`config.mk`:
```
export PLATFORM = sky130hd
export DESIGN_NAME = pwm_decoder
export DESIGN_NICKNAME = d
export VERILOG_FILES = /design/src/rtl/pwm_pkg.sv /design/src/rtl/bit_sync.sv /design/src/rtl/pwm_decoder.sv
export SDC_FILE = /design/constraint.sdc
export NUM_CORES = 1
export LEC_CHECK = 0
export CORE_ASPECT_RATIO = 0.7
export CORE_MARGIN = 4
export CORE_UTILIZATION = 44
export DETAILED_ROUTE_END_ITERATION = 7
export GPL_TIMING_DRIVEN = 0
export PLACE_DENSITY_LB_ADDON = 0.2
export SLEW_MARGIN = 10
export SYNTH_ARGS = -nofsm -noshare
export SYNTH_HDL_FRONTEND = slang
export SYNTH_SLANG_ARGS = --single-unit
```
`constraint.sdc`:
```
create_clock -name clk -period 2.9 [get_ports clk]
set_input_delay 0.58 -clock clk [delete_from_list [all_inputs] [get_ports clk]]
set_output_delay 0.58 -clock clk [all_outputs]
set_load 0.02 [all_outputs]
```
`src/rtl/pwm_pkg.sv`:
```
// Shared definitions for the PWM DAC/decoder pair: window length, decoder
// state encoding and a small majority helper.
package pwm_pkg;

    // Window length used by both the transmitting DAC and the decoder.
    localparam int PWM_CYCLES_PER_WINDOW = 1024;

    typedef enum logic {
        HUNT = 1'b0,
        LOCK = 1'b1
    } pwm_dec_state_t;

    function automatic logic maj3(input logic a, input logic b, input logic c);
        return (a & b) | (a & c) | (b & c);
    endfunction

endpackage

```
`src/rtl/bit_sync.sv`:
```
// N-stage single-bit synchroniser with synchronous active-high reset.
module bit_sync #(
    parameter int STAGES = 2
) (
    input  logic clk,
    input  logic rst,
    input  logic d,
    output logic q
);

    logic [STAGES-1:0] ff;

    // NOTE: sequential state is always written with non-blocking assignments so
    // every flop samples the pre-edge value of its neighbour.
    always_ff @(posedge clk) begin
        if (rst) begin
            ff <= '0;
        end else begin
            ff <= {ff[STAGES-2:0], d};
        end
    end

    assign q = ff[STAGES-1];

endmodule

```
`src/rtl/pwm_decoder.sv`:
```
// Recovers the code from a windowed PWM stream; aligns on rising edges.
// Optional 3-sample glitch filter: define PWM_DECODER_GLITCH_FILTER_EN.
module pwm_decoder
    import pwm_pkg::*;
#(
    parameter int CYCLES_PER_WINDOW = PWM_CYCLES_PER_WINDOW,
    parameter int CODE_WIDTH        = $clog2(CYCLES_PER_WINDOW),
    parameter int SYNC_STAGES       = 2
) (
    input  logic                  clk,
    input  logic                  rst,
    input  logic                  pwm_in,
    output logic [CODE_WIDTH-1:0] code,
    output logic                  code_valid,
    output logic                  locked,
    output logic                  resync
);

    localparam logic [CODE_WIDTH-1:0] LAST_IDX = CODE_WIDTH'(CYCLES_PER_WINDOW - 1);
    localparam logic [CODE_WIDTH:0]   FULL_CNT = (CODE_WIDTH + 1)'(CYCLES_PER_WINDOW);
    localparam logic [CODE_WIDTH:0]   ONE_CNT  = (CODE_WIDTH + 1)'(1);
    localparam logic [CODE_WIDTH-1:0] ONE_IDX  = CODE_WIDTH'(1);

    logic sync_out;
    logic s;
    logic s_prev;
    logic rise;

    bit_sync #(
        .STAGES (SYNC_STAGES)
    ) u_sync (
        .clk (clk),
        .rst (rst),
        .d   (pwm_in),
        .q   (sync_out)
    );

`ifdef PWM_DECODER_GLITCH_FILTER_EN
    // Centred majority over the last three synchronised samples: one cycle of
    // delay, and any isolated single-sample pulse or dropout disappears.
    logic [1:0] hist;

    always_ff @(posedge clk) begin
        if (rst) begin
            hist <= '0;
        end else begin
            hist <= {hist[0], sync_out};
        end
    end

    assign s = maj3(sync_out, hist[0], hist[1]);
`else
    assign s = sync_out;
`endif

    assign rise = s & ~s_prev;

    pwm_dec_state_t          state, state_d;
    logic [CODE_WIDTH-1:0]   idx, idx_d;
    logic [CODE_WIDTH:0]     hcnt, hcnt_d;
    logic [CODE_WIDTH:0]     h_final;
    logic [CODE_WIDTH-1:0]   code_next;
    logic                    emit;
    logic                    resync_d;
    logic                    last;

    // Count including the sample being processed this cycle.
    assign h_final   = hcnt + (CODE_WIDTH + 1)'(s);
    assign code_next = (h_final == '0) ? '0 : CODE_WIDTH'(h_final - ONE_CNT);
    assign last      = (idx == LAST_IDX);

    // NOTE: every output of this block gets a default before the case so no
    // path leaves a signal unassigned and no latch is inferred.
    always_comb begin
        state_d  = state;
        idx_d    = idx + ONE_IDX;
        hcnt_d   = h_final;
        emit     = 1'b0;
        resync_d = 1'b0;

        case (state)
            HUNT: begin
                if (rise) begin
                    // The edge sample is index 0 of the first aligned window.
                    state_d = LOCK;
                    idx_d   = ONE_IDX;
                    hcnt_d  = ONE_CNT;
                end else if (last) begin
                    idx_d  = '0;
                    hcnt_d = '0;
                    emit   = (h_final == '0) || (h_final == FULL_CNT);
                end
            end
            LOCK: begin
                if (rise && (idx != '0)) begin
                    idx_d    = ONE_IDX;
                    hcnt_d   = ONE_CNT;
                    resync_d = 1'b1;
                end else if (last) begin
                    idx_d  = '0;
                    hcnt_d = '0;
                    emit   = 1'b1;
                end
            end
            default: begin
                state_d = HUNT;
            end
        endcase
    end

    always_ff @(posedge clk) begin
        if (rst) begin
            state      <= HUNT;
            idx        <= '0;
            hcnt       <= '0;
            s_prev     <= 1'b0;
            code       <= '0;
            code_valid <= 1'b0;
            resync     <= 1'b0;
        end else begin
            state      <= state_d;
            idx        <= idx_d;
            hcnt       <= hcnt_d;
            s_prev     <= s;
            code_valid <= emit;
            resync     <= resync_d;
            if (emit) begin
                code <= code_next;
            end
        end
    end

    assign locked = (state == LOCK);

endmodule

```
**Word-level counts from Yosys, hierarchy flattened**

Index checks and enable logic that the tools add are counted.

- Word-level logic and storage cells: 38
- Register bits after elaboration: 37
- Output and inout bits: 13
- Input bits: 3

- Add/sub/neg operators: 3
- Equality and inequality tests: 2
- Reduce and logical (&&, ||, !) cells: 5
- Bitwise logic cells: 3
- Multiplexer cells: 17

Operators with widths:

| kind | count |
|---|---|
| $mux W10 | 4 |
| $mux W11 | 3 |
| $pmux W11 S2 | 1 |
| $pmux W10 S2 | 1 |
| $add A11 B1 Y11 | 1 |
| $eq A11 B11 Y1 const B | 1 |
| $logic_not A11 Y1 | 1 |
| $add A10 B1 Y10 const B | 1 |
| $eq A10 B10 Y1 const B | 1 |
| $reduce_bool A10 Y1 | 1 |
| $sub A10 B1 Y10 const B | 1 |
| $mux W1 | 7 |
| $not A1 Y1 | 2 |
| $pmux W1 S2 | 1 |
| $reduce_or A2 Y1 | 1 |
| $and A1 B1 Y1 | 1 |
| $logic_and A1 B1 Y1 | 1 |
| $logic_or A1 B1 Y1 | 1 |

**Depth between registers and ports, before layout**

- Depth after elaboration: 6
- Depth in mapped cells: 10

**Modules after synthesis**

Synthesis repeated with hierarchy kept, for this count alone.

- Cell total of the unflattened synthesis: 216
- Area total of the unflattened synthesis: 1966.9 sq um

By module, submodules not included:

| module | cells each | area an instance (sq um) | times used | seq. area each (sq um) |
|---|---|---|---|---|
| pwm_decoder | 212 | 1914.3 | 1 | 700.7 |
| bit_sync | 4 | 52.6 | 1 | 40.0 |

**Worst setup path after synthesis**

No wires, ideal clock.

- Kind: register to register
- Start: reg u_sync.ff[1]
- End: reg code[4]
- Arrival time: 2.206 ns
- Period minus slack after synthesis: 2.277 ns
- Setup slack: 0.623 ns
- Stages on the path, launching flop included: 11
- Buffers on the path: 2
- Setup time: 0.071 ns
- Data required time: 2.829 ns
- Cells stage by stage: dfxtp_1 ha_1 ha_1 buf_4 nand4_1 nor2_1 o31a_2 and4_1 buf_6 or3_1 a21oi_1

- Cells in the longest elaborated chain, start to end: 6

Ends and longest elaborated chain:

| element | line | source |
|---|---|---|
| start: declaration | bit_sync.sv:11 | `logic [STAGES-1:0] ff;` |
| start signal: assignment | bit_sync.sv:19 | `ff <= {ff[STAGES-2:0], d};` |
| $add A11 B1 Y11 | pwm_decoder.sv:68 | `assign h_final = hcnt + (CODE_WIDTH + 1)'(s);` |
| $eq A11 B11 Y1 / $logic_not A11 Y1 (equally long branches) | pwm_decoder.sv:91, pwm_decoder.sv:69 |  |
| $logic_or A1 B1 Y1 | pwm_decoder.sv:91 | `emit = (h_final == '0) \|\| (h_final == FULL_CNT);` |
| $mux W1 | pwm_decoder.sv:88 | `end else if (last) begin` |
| $mux W1 | pwm_decoder.sv:83 | `if (rise) begin` |
| $pmux W1 S2 | pwm_decoder.sv:81 | `case (state)` |
| end signal: assignment | pwm_decoder.sv:128 | `code <= code_next;` |
| end: declaration | pwm_decoder.sv:13 | `output logic [CODE_WIDTH-1:0] code,` |

Several ways; a longest one is shown, not always the timed one.
A chain may end at the register's enable or synchronous reset.

**Worst setup path after layout**

- Start: reg u_sync.ff[1]
- End: reg code[7]

Same word-level chain as after synthesis.

==> results.toml <==
[grt]
first_global_vias = 1419
grt_antenna_before_repair = 0
maximum_number_of_pins_on_one_net_before_global_route_repair = 13
grt_usage_pct = 16.33
grt_first_pass_wirelength_microns = 7058
grt.overflow.total = 0

[clocking]
post_cts_buffers = 0
clockBufferDepth = 2
clkSinkCount = 37
cts_inserted_buffers = 5
cts.root.buffer_cell = "clkbuf_8"
clock_tree_from_tritoncts = "built"
post_cts_resized = 0
cts.hold.buffers_added = 0
clk-insertion-delay-late_ns = 0.29
clk_pin_slew_worst_paths_ns = 0.08
h_tree_depth = 2

[cells_and_area]
utilization_pct = 53.88
final_area_sq_um = 2346
synthToLayoutAreaGrowth_pct = 17.63
insertedDiodeCount = 0
drive_above_1_share_pct = 14.06
finalNetCount = 257

[timing]
slew_violations = 0
max_freq_mhz = 373.0
timing.clock.skew_ns = 0.005232
timing.max_slew.rel_slack_pct = 62.54
grt_setup_unrepaired = "no"
setup_viol = 0
number_of_endpoints_with_negative_hold_slack_in_the_final_report = 0
postLayoutSetupSlackWorst_ns = 0.2192
worstMarginPinSlew_ns = 0.5619
finalWorstPathRequiredPeriod_ns = 2.681
setup-tns-final_ns = 0
post-route-period-util_pct = 92.44

[die]
fp.dieArea_sq_um = 5691
fp.dieH_microns = 64.33
num_io_pins = 16
row_count = 20
core_area_sq_um = 4354
effective_utilization_at_floorplan_pct = 45.80
width_of_the_chip_microns = 88.47

[setup_path]
critical-path-slowest-cell = "dfxtp_1"
cp.buffers_inverters = 2
timing.critical_path.from_type = "register"
crit_arrival_ns = 2.89
cp_max_fo = 10
path_cells = "ha_1 -> ha_1 -> buf_4 -> and3_1 -> nand2_1 -> o311ai_4 -> a41oi_4 -> clkbuf_4 -> o41ai_2"
crit_family = "compound AO/OA/AOI/OAI gates"
max_stage_delay_ns = 0.41
cp-end-kind = "register"
critical_path_required_ns = 3.11
critical_path_class = "register to register"
path_common_cell = "ha_1"

[synthesis]
post_synth_instance_area_sq_um = 1994
yosys_most_used_dff = "dfxtp_1"
post_synth_xor_area_fraction_pct = 10.92
synth-simple-area-share_pct = 29.17
synth_adder_area_share_pct = 3.764
ys_async_sr_fraction_pct = 0
synth_top_family_by_area = "simple AND/OR/NAND/NOR gates"
post_synth_inst_count = 226
synth_compound_area_share_pct = 12.67
synth_enable_flop_cells = 0
synth.area.mux_share_pct = 1.004
synth_largest_area_cell = "dfxtp_1"
postSynthNetCount = 235
yosys.area.top_type_share_pct = 37.14
yosys_register_bits = 37
netlist-cell-type-count = 47
synth.area.top_cells = "dfxtp_1 37%, xnor2_1 6.6%, nor2_1 6.0%, ha_1 3.8%, a21oi_1 3.5%"
synth.yosys.warnings = 0
ys_seq_area_share_pct = 37.14
per_instance_average_area_after_synthesis_sq_um = 8.825

[detailed_routing]
vias_per_cell = 5.234
wl_microns = 4109
detailroute.via_count = 1591
post_route_antenna_net_violation_count = 0
routedWlPerCell_microns = 13.52
drc = 0
first_iter_violations = 164
drtPass1Iterations = 4

[power_and_ir_drop]
pwr_per_cell_area_nw_per_um2 = 468.7
cellLeakagePower_uw = 0.0008415
fin_total_pwr_uw = 1100
irDropWorstVdd_mv = 0.2948

[placement]
detailed_place.area_sq_um = 2213
pre_cts_ws_ns = 0.1756
gp_routability_congestion = 0.8382
buffer_ports.inserted = 15
dp_hpwl_microns = 3121

[worst_hold_path]
worst_hold_path_type = "register to register"

[job]
maximum_capacitance_violations = 0

[status]
outcome = "complete, no violations"
final timing paths:
kind	from	to	slack, ns	depth (start not counted)
worst min register to register	u_sync.ff[0]	u_sync.ff[1]	0.44	1
worst max register to register	u_sync.ff[1]	code[7]	0.22	9
worst min-delay path	u_sync.ff[0]	u_sync.ff[1]	0.44	1
worst max-delay path	u_sync.ff[1]	code[7]	0.22	9
where the power goes:
group | internal [uW] | switching [uW]
registers | 515 | 6.64
logic | 43.5 | 61.1
clock network | 280 | 193
flip-flops by register name, summed over array words and instances (netlist names):
name and cells:
hcnt 11, locked 1, code_valid 1, s_prev 1
resync 1, idx 10, u_sync.ff 2, code 10
synthesized netlist by cell type, types with 3 or more instances:
cell	n
nor4_1	3
and3_1	6
dfxtp_1	37
xor2_1	8
clkbuf_1	3
buf_2	4
nand4_1	5
nor2_1	32
ha_1	6
inv_1	10
nand2_1	14
a21oi_1	14
nor3_1	6
xnor2_1	15
nand3_1	12
nor2b_1	5
or3_1	8
routing by layer:
layer,global-route usage [%],vias to the layer above,routed length (microns)
met2,20.43,38,1518
met3,4.510,6,229
met4,6.226,0,59
li1,-,831,-
met1,25.51,716,2301
met5,0,-,0
metrics by stage:
stage               instances  hold WS, ns
floorplan                 226       0.4138
global placement          296       0.4216
detailed placement        296       0.4299
CTS                       304       0.4473
global route              304       0.4642
finish                    304       0.4421
cells in the final DEF, fill, tap and decap left out, drive strengths merged, types with 3 or more instances in the layout:
master	n
dfxtp	37
nor2	32
xnor2	16
clkdlybuf4s50	15
a21oi	15
nand2	14
nand3	13
inv	10
clkbuf	10
or3	9
xor2	8
nor3	8
and3	7
buf	7
ha	6
nand4	6
nor2b	5
nor4	3
kinds of logic (layout without fill, tap and decap cells):
logic type	count (synthesis)	count (layout)
flip-flops	37	37
AO/OA/AOI/OAI	31	31
adder cells (fa/ha/maj)	6	6
buffers and inverters	21	44
multiplexers	2	2
XOR/XNOR	24	24
AND/OR/NAND/NOR	105	105
final cells by class:
| class | count | area [sq um] |
|---|---|---|
| multi-input cells | 168 | 1157 |
| well taps | 55 | 68.82 |
| clock inverters | 2 | 37.54 |
| fillers | 403 | 2008 |
| repair buffers | 15 | 150.1 |
| inverters | 10 | 37.54 |
| plain buffers | 11 | 71.32 |
| flip-flops and latches | 37 | 740.7 |
| clock buffers | 6 | 82.58 |
(Power assumes the default switching activity.)
